`src/rtl/sprite_motion_ctrl.sv`:
```
// Sprite position engine: prescaled motion ticks, step moves with wrap or clamp
// edges, a rise/fall jump arc and a synchronous position load.
// Ports:
//   clk, rst            clock, asynchronous active-high reset
//   en                  prescaler enable
//   movement[3:0]       [3]=jump, [2:0]: 001 up, 010 left, 011 right, 100 down
//   load, load_x/load_y synchronous position load (clamped to X_MAX/Y_MAX)
//   posx, posy          registered sprite position
//   tick                prescaler terminal count while enabled (combinational)
//   jumping             registered, high while a jump arc is in progress
module sprite_motion_ctrl #(
  parameter int unsigned XW         = 10,
  parameter int unsigned YW         = 9,
  parameter int unsigned X_MAX      = 640,
  parameter int unsigned Y_MAX      = 480,
  parameter int unsigned X_INIT     = 0,
  parameter int unsigned Y_INIT     = 0,
  parameter int unsigned STEP       = 1,
  parameter int unsigned TICK_DIV   = 262144,
  parameter int unsigned WRAP       = 1,
  parameter int unsigned JUMP_TICKS = 16
) (
  input  logic          clk,
  input  logic          rst,
  input  logic          en,
  input  logic [3:0]    movement,
  input  logic          load,
  input  logic [XW-1:0] load_x,
  input  logic [YW-1:0] load_y,
  output logic [XW-1:0] posx,
  output logic [YW-1:0] posy,
  output logic          tick,
  output logic          jumping
);

  localparam int unsigned CW = (TICK_DIV > 1) ? $clog2(TICK_DIV) : 1;
  localparam int unsigned RW = $clog2(JUMP_TICKS + 1);

  localparam logic [1:0] S_IDLE = 2'd0;
  localparam logic [1:0] S_RISE = 2'd1;
  localparam logic [1:0] S_FALL = 2'd2;

  localparam logic [XW:0] XMAX_E = (XW+1)'(X_MAX);
  localparam logic [XW:0] XSTP_E = (XW+1)'(STEP);
  localparam logic [YW:0] YMAX_E = (YW+1)'(Y_MAX);
  localparam logic [YW:0] YSTP_E = (YW+1)'(STEP);

  logic [CW-1:0] cnt_q, cnt_nxt;
  logic [1:0]    state_q, state_nxt;
  logic [RW-1:0] rise_cnt_q, rise_cnt_nxt;
  logic [YW-1:0] base_y_q, base_y_nxt;
  logic [XW-1:0] posx_nxt;
  logic [YW-1:0] posy_nxt;

  logic [XW:0] x_ext, x_left, x_right, x_sum, x_load;
  logic [YW:0] y_ext, y_up, y_down, y_sum, y_sat0, y_fall, y_load;

  assign tick = en && (cnt_q == CW'(TICK_DIV - 1));

  // Extended-width candidate positions; one extra bit keeps sums from overflowing.
  always_comb begin
    x_ext  = {1'b0, posx};
    y_ext  = {1'b0, posy};
    x_sum  = x_ext + XSTP_E;
    y_sum  = y_ext + YSTP_E;
    x_left = '0;
    y_up   = '0;
    if (x_ext >= XSTP_E)  x_left = x_ext - XSTP_E;
    else if (WRAP != 0)   x_left = x_ext + (XMAX_E + (XW+1)'(1) - XSTP_E);
    if (y_ext >= YSTP_E)  y_up = y_ext - YSTP_E;
    else if (WRAP != 0)   y_up = y_ext + (YMAX_E + (YW+1)'(1) - YSTP_E);
    x_right = x_sum;
    y_down  = y_sum;
    if (x_sum > XMAX_E) x_right = (WRAP != 0) ? (x_sum - XMAX_E - (XW+1)'(1)) : XMAX_E;
    if (y_sum > YMAX_E) y_down  = (WRAP != 0) ? (y_sum - YMAX_E - (YW+1)'(1)) : YMAX_E;
    // Jump rise never wraps; fall is capped at the take-off height.
    y_sat0 = (y_ext >= YSTP_E) ? (y_ext - YSTP_E) : '0;
    y_fall = (y_sum > {1'b0, base_y_q}) ? {1'b0, base_y_q} : y_sum;
    x_load = ({1'b0, load_x} > XMAX_E) ? XMAX_E : {1'b0, load_x};
    y_load = ({1'b0, load_y} > YMAX_E) ? YMAX_E : {1'b0, load_y};
  end

  // Next-state: load beats tick; otherwise everything moves only on a tick.
  always_comb begin
    cnt_nxt      = cnt_q;
    state_nxt    = state_q;
    rise_cnt_nxt = rise_cnt_q;
    base_y_nxt   = base_y_q;
    posx_nxt     = posx;
    posy_nxt     = posy;

    if (en) cnt_nxt = tick ? '0 : (cnt_q + CW'(1));

    if (load) begin
      posx_nxt     = XW'(x_load);
      posy_nxt     = YW'(y_load);
      state_nxt    = S_IDLE;
      rise_cnt_nxt = '0;
    end else if (tick) begin
      case (movement[2:0])
        3'b010:  posx_nxt = XW'(x_left);
        3'b011:  posx_nxt = XW'(x_right);
        default: posx_nxt = posx;
      endcase

      case (state_q)
        S_IDLE: begin
          if (movement[3]) begin
            state_nxt    = S_RISE;
            base_y_nxt   = posy;
            posy_nxt     = YW'(y_sat0);
            rise_cnt_nxt = RW'(1);
          end else if (movement[2:0] == 3'b001) begin
            posy_nxt = YW'(y_up);
          end else if (movement[2:0] == 3'b100) begin
            posy_nxt = YW'(y_down);
          end
        end
        S_RISE: begin
          if (rise_cnt_q < RW'(JUMP_TICKS)) begin
            posy_nxt     = YW'(y_sat0);
            rise_cnt_nxt = rise_cnt_q + RW'(1);
          end else begin
            state_nxt = S_FALL;
            posy_nxt  = YW'(y_fall);
          end
        end
        S_FALL: begin
          posy_nxt = YW'(y_fall);
          if (y_fall == {1'b0, base_y_q}) state_nxt = S_IDLE;
        end
        default: state_nxt = S_IDLE;
      endcase
    end
  end

  // State and output registers.
  always_ff @(posedge clk or posedge rst) begin
    if (rst) begin
      cnt_q      <= '0;
      state_q    <= S_IDLE;
      rise_cnt_q <= '0;
      base_y_q   <= '0;
      posx       <= XW'(X_INIT);
      posy       <= YW'(Y_INIT);
      jumping    <= 1'b0;
    end else begin
      cnt_q      <= cnt_nxt;
      state_q    <= state_nxt;
      rise_cnt_q <= rise_cnt_nxt;
      base_y_q   <= base_y_nxt;
      posx       <= posx_nxt;
      posy       <= posy_nxt;
      jumping    <= (state_nxt != S_IDLE);
    end
  end

endmodule
```
`config.mk`:
```
export PLATFORM = sky130hd
export DESIGN_NAME = sprite_motion_ctrl
export DESIGN_NICKNAME = d
export VERILOG_FILES = /design/src/rtl/sprite_motion_ctrl.sv
export SDC_FILE = /design/constraint.sdc
export NUM_CORES = 1
export LEC_CHECK = 0
export ABC_AREA = 1
export BUFFER_PORTS_ARGS = -buffer_cell sky130_fd_sc_hd__buf_2
export CELL_PAD_IN_SITES_DETAIL_PLACEMENT = 0
export CELL_PAD_IN_SITES_GLOBAL_PLACEMENT = 1
export CORE_MARGIN = 3
export CORE_UTILIZATION = 30
export CTS_BUF_LIST = sky130_fd_sc_hd__clkbuf_16
export DETAILED_ROUTE_END_ITERATION = 8
export PLACE_DENSITY = 0.7
export SLEW_MARGIN = 20
export SYNTH_ARGS = -nofsm -noshare
export SYNTH_HDL_FRONTEND = slang
export SYNTH_SLANG_ARGS = --single-unit
```
`constraint.sdc`:
```
create_clock -name clk -period 3.5 [get_ports clk]
set_clock_uncertainty 0.05 [all_clocks]
set_input_delay 0.175 -clock clk [delete_from_list [all_inputs] [get_ports clk]]
set_output_delay 0.175 -clock clk [all_outputs]
set_load 0.01 [all_outputs]
```
=== Word-level counts from Yosys, hierarchy flattened ===
Cells that the tools add are included.

* $add $sub $neg: 12
* Order comparisons: 8
* Eq/ne operators: 11
* Multiplexer cells: 30
* Bitwise logic cells: 1
* Reduce and logical (&&, ||, !) cells: 11

{| class="wikitable"
|+ Operator list
! cell !! number
|-
| $mux W9 || 10
|-
| $mux W10 || 6
|-
| $pmux W9 S3 || 1
|-
| $mux W5 || 4
|-
| $pmux W10 S2 || 1
|-
| $sub A10 B1 Y10 const B || 2
|-
| $add A18 B1 Y18 const B || 1
|-
| $eq A18 B18 Y1 const B || 1
|-
| $mux W18 || 1
|-
| $sub A9 B1 Y9 const B || 2
|-
| $add A10 B1 Y11 const B || 1
|-
| $gt A11 B10 Y1 const B || 1
|-
| $add A10 B10 Y10 const B || 1
|-
| $add A9 B1 Y10 const B || 1
|-
| $eq A10 B9 Y1 || 1
|-
| $ge A10 B1 Y1 const B || 1
|-
| $gt A10 B10 Y1 const B || 1
|-
| $gt A10 B9 Y1 || 1
|-
| $gt A10 B9 Y1 const B || 1
|-
| $mux W2 || 5
|-
| $pmux W5 S2 || 1
|-
| $sub A10 B10 Y10 const B || 1
|-
| $add A9 B9 Y9 const B || 1
|-
| $ge A9 B1 Y1 const B || 1
|-
| other kinds (21) || 26
|}

* Register bits after elaboration: 54
* Output and inout bits: 21

=== Depth between registers and ports, before layout ===
* Depth after elaboration: 10
* Mapped depth: 25
* Depth with buffers taken out: 25

=== Worst setup path after synthesis ===
OpenSTA, ideal clock, no wires.

* Kind: register to register
* Start point: reg posy[0]
* End point: reg jumping
* Library setup time: 0.124 ns
* Arrival: 2.814 ns
* Setup slack: 0.511 ns
* Stages on the path, launching flop included: 24
* Path buffers: 2
* Path through: dfrtp_1 > buf_6 > inv_4 > nor2_4 > nand3_4 > xor2_2 > inv_1 > ha_1 > nand2_1 > nor2_1 > inv_1 > nor2_1 > nand2_1 > nand2_1 > nand2_2 > buf_6 > nand3_1 > nand2_1 > nor2_1 > nand3_1 > nand2_1 > nand2_1 > a21oi_1 > nand2_1

* Word-level cells in the longest chain between the ends: 9

{| class="wikitable"
|+ RTL lines
! element !! line !! RTL
|-
| from (decl) || 31 || <nowiki>output logic [YW-1:0] posy,</nowiki>
|-
| from (signal assigned) || 145 || <nowiki>posy <= YW'(Y_INIT);</nowiki>
|-
| from (signal assigned) || 153 || <nowiki>posy <= posy_nxt;</nowiki>
|-
| $add A9 B1 Y10 * || 65 || <nowiki>y_sum = y_ext + YSTP_E;</nowiki>
|-
| $gt A10 B9 Y1 || 78 || <nowiki>y_fall = (y_sum > {1'b0, base_y_q}) ? {1'b0, base_y_q} : y_sum;</nowiki>
|-
| $mux W10 * || 78 ||
|-
| $eq A10 B9 Y1 * || 130 || <nowiki>if (y_fall == {1'b0, base_y_q}) state_nxt = S_IDLE;</nowiki>
|-
| $mux W2 * || 130 ||
|-
| $pmux W2 S3 * || 106 || <nowiki>case (state_q)</nowiki>
|-
| $mux W2 * || 99 || <nowiki>end else if (tick) begin</nowiki>
|-
| $mux W2 * || 94 || <nowiki>if (load) begin</nowiki>
|-
| $reduce_bool A2 Y1 * || 154 || <nowiki>jumping <= (state_nxt != S_IDLE);</nowiki>
|-
| to (signal assigned) || 154 ||
|-
| to (decl) || 33 || <nowiki>output logic jumping</nowiki>
|}

Mark *: on every way between the ends. The rest lies on a longest branch, timed or not.
A chain may end at the register's enable or synchronous reset.

=== Worst setup path after layout ===
* Start point: reg posy[0]
* End point: reg posy[7]

* Word-level cells in the longest chain between the ends: 10
* Elaborated cells between the ends (all ways): 19
* Classes of those cells: add/sub: 5; order compare: 3; mux: 11

{| class="wikitable"
|+ RTL lines
! element !! line !! RTL
|-
| $add A9 B1 Y10 || 65 ||
|-
| $sub A9 B9 Y9 || 75 || <nowiki>if (y_sum > YMAX_E) y_down = (WRAP != 0) ? (y_sum - YMAX_E - (YW+1)'(1)) : YMAX_E;</nowiki>
|-
| $sub A9 B1 Y9 || 75 ||
|-
| $mux W9 || 75 ||
|-
| $mux W9 || 115 || <nowiki>end else if (movement[2:0] == 3'b100) begin</nowiki>
|-
| $mux W9 || 113 || <nowiki>end else if (movement[2:0] == 3'b001) begin</nowiki>
|-
| $mux W9 || 108 || <nowiki>if (movement[3]) begin</nowiki>
|-
| $pmux W9 S3 * || 106 ||
|-
| $mux W9 * || 99 ||
|-
| $mux W9 * || 94 ||
|}

Mark *: on every way between the ends. The rest lies on a longest branch, timed or not. The select of a mux whose other input is x is not followed.

==> parameters.txt <==
Parameter                              Value

Synth
  EDFF count, synth    0
  Number of library cell types mapped by synthesis    slightly above 50
  Top cell types by occurrence after synthesis    sky130_fd_sc_hd__nand2_1 (210), sky130_fd_sc_hd__inv_1 (108), sky130_fd_sc_hd__nor2_1 (75), sky130_fd_sc_hd__nand3_1 (67), sky130_fd_sc_hd__dfrtp_1 (54)
  Fraction of the yosys area taken by sequential cells    about a quarter
  Most frequent cell after synthesis    sky130_fd_sc_hd__nand2_1
  Primary FF master, synth    sky130_fd_sc_hd__dfrtp_1
  Post-synthesis instance area    between 5000 and 6000 µm²
  Top cells by area, synth    sky130_fd_sc_hd__dfrtp_1 (25%), sky130_fd_sc_hd__nand2_1 (15%), sky130_fd_sc_hd__inv_1 (7.6%)
  Synthesis-stage register bit count    54
  Share of synthesized registers carrying an async set or reset    between 90% and 100%
  Share of the synthesized area in the top cell type    between 20 and 30%
  Synth Area per Inst    about 6.5 µm²
  Total nets after synthesis    approximately 870
  Cell type with the highest aggregate area in the netlist    sky130_fd_sc_hd__dfrtp_1
  Mapped Cells    819
  Yosys synthesis warning count    0

Floorplan
  Total Die Area    19450 µm²
  Area inside the core boundary    between 15000 and 20000 µm²
  Starting utilization of the core area    30.78%
  Standard-cell row count    48
  Height of the chip    139.5 µm
  Io pins    48
  Width of the die    ~140 µm

Critical path
  Worst reg2reg path startpoint    posy[0]$_DFFE_PP0P_
  Crit. End Element    flip-flop
  Worst setup path startpoint    posy[0]$_DFFE_PP0P_
  Crit path launch type    flip-flop
  Required time reported for the critical path endpoint    3.70 ns
  Critical Setup Path Class    reg2reg
  Arrival time of the worst setup path    between 3 and 4 ns
  Worst Path Max Fanout    19

Place
  HPWL reported at the end of detailed placement    12660 µm
  Cell total after placement    roughly 1100
  Final weighted congestion of routability-driven global placement    about 0.88
  Cell area after placement    5839 µm²
  Buffers on Ports    47

Power and ir drop
  PD cells    419.1 nW/µm²
  Combinational share of power    45.5%
  Total power consumption of the routed design    2.533 mW
  Clock network fraction of total power    a little over a fifth
  Highest ir drop seen on vdd    between 0.2 and 0.25 mV
  Net switching power figure    approximately 1.1 mW
  Int Power    1.395 mW
  Portion of total power attributed to sequential cells    about a third
  Switching part of the total    44.95%
  Leakage power    between 3 and 4 nW

Run
  MaxCap Viol Count    0

GRT
  Total gr overflow    0
  Number of antenna violations at the first check in global routing    0
  Number of global-route vias before repair    roughly 5200
  Pin count of the biggest net entering global routing    34
  GRT Resource Usage Total    between 10% and 20%
  Global-route wire length before repair    26990 µm

Detailed routing
  Number of violations reported at the end of detailed-routing iteration 0    379
  Count of TritonRoute iterations in the first routing pass    5
  Detailed-route via count    between 5000 and 6000
  Antenna-violating nets left    0
  Routed length per instance    around 15 µm
  Residual DRC    0
  Final wirelength    ~16000 µm
  Number of vias per cell after detailed routing    around 4.9

STA
  Number of max-slew violations in the final report    0
  Final Hold Fails    0
  Final worst path period need    3.146 ns
  Slew HR    46.63%
  Number of setup violations in the final report    0
  Final clock period utilization by the worst path    89.89%
  Tightest hold margin    between 0.15 and 0.2 ns
  Transition time of the tightest slew-check pin    approximately 0.79 ns
  Highest attainable clock frequency    about 0.32 GHz

Clocking
  CTS tree    done
  Count of H-tree levels built during CTS    2
  Source-to-sink clock delay at the later pin of the worst-skew pair    0.31 ns
  TritonCTS Buffers    5
  Clock transition at the register clock pins on the worst setup and hold paths after CTS    around 0.08 ns
  Number of clock sinks seen by CTS    54
  Maximum root-to-sink buffer count    2
  Clock Tree Root    sky130_fd_sc_hd__clkbuf_16

Cells and area
  Layout overhead on the synthesized area    13.14%
  Final Instance Area    about 6000 µm²
  Final cell count without fillers    ~1100
  Fraction of final layout cells with drive strength greater than 1    around 15%
  Number of antenna repair diodes    0
  Final-layout fill cell count    1921
  Net count of the finished layout    between 900 and 1000

Worst hold path
  Worst Min Path Start    en
  Type of the worst min-delay path    in2reg

Status
  Run status    completed
==> metal layers <==
layer  global-route usage, %  share of wire (%)  vias to the layer above
met5                       0                  0                        -
met2                   27.51                 46                      104
met3                   2.027                2.7                       21
met1                   23.20                 49                     2471
li1                        -                  -                     2772
met4                   4.840                2.3                        0
==> worst max-delay path, stage by stage, from the launching register on <==
cell and delay, ns:
sky130_fd_sc_hd__dfrtp_2 0.44, sky130_fd_sc_hd__inv_4 0.08, sky130_fd_sc_hd__nor2_4 0.16, sky130_fd_sc_hd__nand3_4 0.11, sky130_fd_sc_hd__nor2_2 0.15, sky130_fd_sc_hd__xor2_2 0.19
sky130_fd_sc_hd__inv_2 0.11, sky130_fd_sc_hd__ha_1 0.31, sky130_fd_sc_hd__nand2_1 0.07, sky130_fd_sc_hd__inv_1 0.10, sky130_fd_sc_hd__nand3_2 0.09, sky130_fd_sc_hd__nor2_1 0.15
sky130_fd_sc_hd__nand2_1 0.07, sky130_fd_sc_hd__nand2_1 0.08, sky130_fd_sc_hd__nand2_2 0.07, sky130_fd_sc_hd__buf_4 0.20, sky130_fd_sc_hd__o21ai_0 0.26, sky130_fd_sc_hd__o21ai_1 0.11
sky130_fd_sc_hd__nand2_1 0.07, sky130_fd_sc_hd__nand2_1 0.04, sky130_fd_sc_hd__nand3_1 0.09, sky130_fd_sc_hd__nand2_1 0.06, sky130_fd_sc_hd__nand2_1 0.05
==> cell families (layout without fill, tap and decap cells) <==
family / Yosys count / in the layout / share of synthesized area, %
xor+xnor: 32 / 32 / 6.276
simple gates: 430 / 430 / 37.31
fa+ha+maj: 26 / 26 / 6.089
buf+inv: 140 / 193 / 10.73
compound gates: 137 / 137 / 14.31
flops: 54 / 54 / 25.29
==> registers in the layout (all words and copies together) (netlist names) <==
name	cells
cnt_q	18
posx	10
posy	9
base_y_q	9
state_q	2
rise_cnt_q	5
jumping	1
==> stage by stage <==
step                  TNS, ns  setup slack [ns]  utilization (%)
floorplan                   0            0.5112                -
global placement            0            0.3140            33.64
detailed placement          0            0.2562            33.64
CTS                         0            0.2339            34.57
global route        -0.002577         -0.002577            34.83
finish                      0            0.3538            34.83
==> worst paths after layout <==
path,endpoint,slack [ns],depth (start not counted)
setup reg to reg,posy[7]$_DFFE_PP0P_,0.35,22
min in group asynchronous,cnt_q[6]$_DFFE_PP0P_,0.48,3
hold reg to reg,cnt_q[17]$_DFFE_PP0P_,0.42,1
setup / recovery,posy[7]$_DFFE_PP0P_,0.35,22
max in group asynchronous,posy[1]$_DFFE_PP0P_,2.08,4
hold / removal,cnt_q[0]$_DFFE_PP0P_,0.15,2
==> area by class of cell <==
type | instances | area [µm²] | share of cell area, %
multi-input cells | 625 | 3435 | 56.82
flip-flops and latches | 54 | 1356 | 22.44
inverters | 122 | 462.9 | 7.659
repair buffers | 63 | 357.8 | 5.920
well taps | 225 | 281.5 | 4.657
clock buffers | 5 | 125.1 | 2.070
clock inverters | 3 | 26.28 | 0.4347
==> power by group through the flow <==
stage / clock network (mW) / registers [mW] / logic [mW]
detailed placement: 0 / 0.854 / 1.13
CTS: 0.553 / 0.843 / 1.14
floorplan: 0 / 0.825 / 0.847
finish: 0.538 / 0.844 / 1.15
global route: 0.580 / 0.863 / 1.33
global placement: 0 / 0.855 / 1.13
==> repair_timing <==
| item | in CTS | in global routing |
|---|---|---|
| endpoints found under the setup margin | 0 | 12 |
| hold buffers | 1 | 0 |
| resized for setup | 0 | 6 |
| hold endpoints to repair | 32 | 0 |
| buffers inserted | 0 | 3 |
==> layout by cell type, fill, tap and decap left out, types with 3 or more instances in the layout <==
cell / netlist / routed
sky130_fd_sc_hd__buf_2: 4 / 47
sky130_fd_sc_hd__nand3_1: 67 / 67
sky130_fd_sc_hd__xor2_1: 23 / 23
sky130_fd_sc_hd__dfrtp_2: 0 / 4
sky130_fd_sc_hd__nand3_2: 3 / 3
sky130_fd_sc_hd__inv_1: 108 / 107
sky130_fd_sc_hd__or2_2: 6 / 6
sky130_fd_sc_hd__nor2_2: 6 / 6
sky130_fd_sc_hd__nand4_1: 17 / 17
sky130_fd_sc_hd__dfrtp_1: 54 / 50
sky130_fd_sc_hd__nor2_1: 75 / 75
sky130_fd_sc_hd__nand2_1: 210 / 210
sky130_fd_sc_hd__clkbuf_16: 0 / 5
sky130_fd_sc_hd__nor3_1: 16 / 16
sky130_fd_sc_hd__buf_4: 0 / 15
sky130_fd_sc_hd__a21oi_1: 41 / 41
sky130_fd_sc_hd__nor4_1: 3 / 3
sky130_fd_sc_hd__o21ai_0: 40 / 40
sky130_fd_sc_hd__a31oi_1: 15 / 15
sky130_fd_sc_hd__nor3_2: 3 / 3
sky130_fd_sc_hd__xnor2_1: 4 / 4
sky130_fd_sc_hd__o21ai_1: 22 / 21
sky130_fd_sc_hd__nand2_2: 7 / 7
sky130_fd_sc_hd__o211ai_1: 7 / 7
sky130_fd_sc_hd__nand2_4: 4 / 4
sky130_fd_sc_hd__xor2_2: 3 / 3
sky130_fd_sc_hd__inv_2: 10 / 11
sky130_fd_sc_hd__nor2_4: 3 / 3
sky130_fd_sc_hd__ha_1: 26 / 25
(Power assumes the default switching activity.)
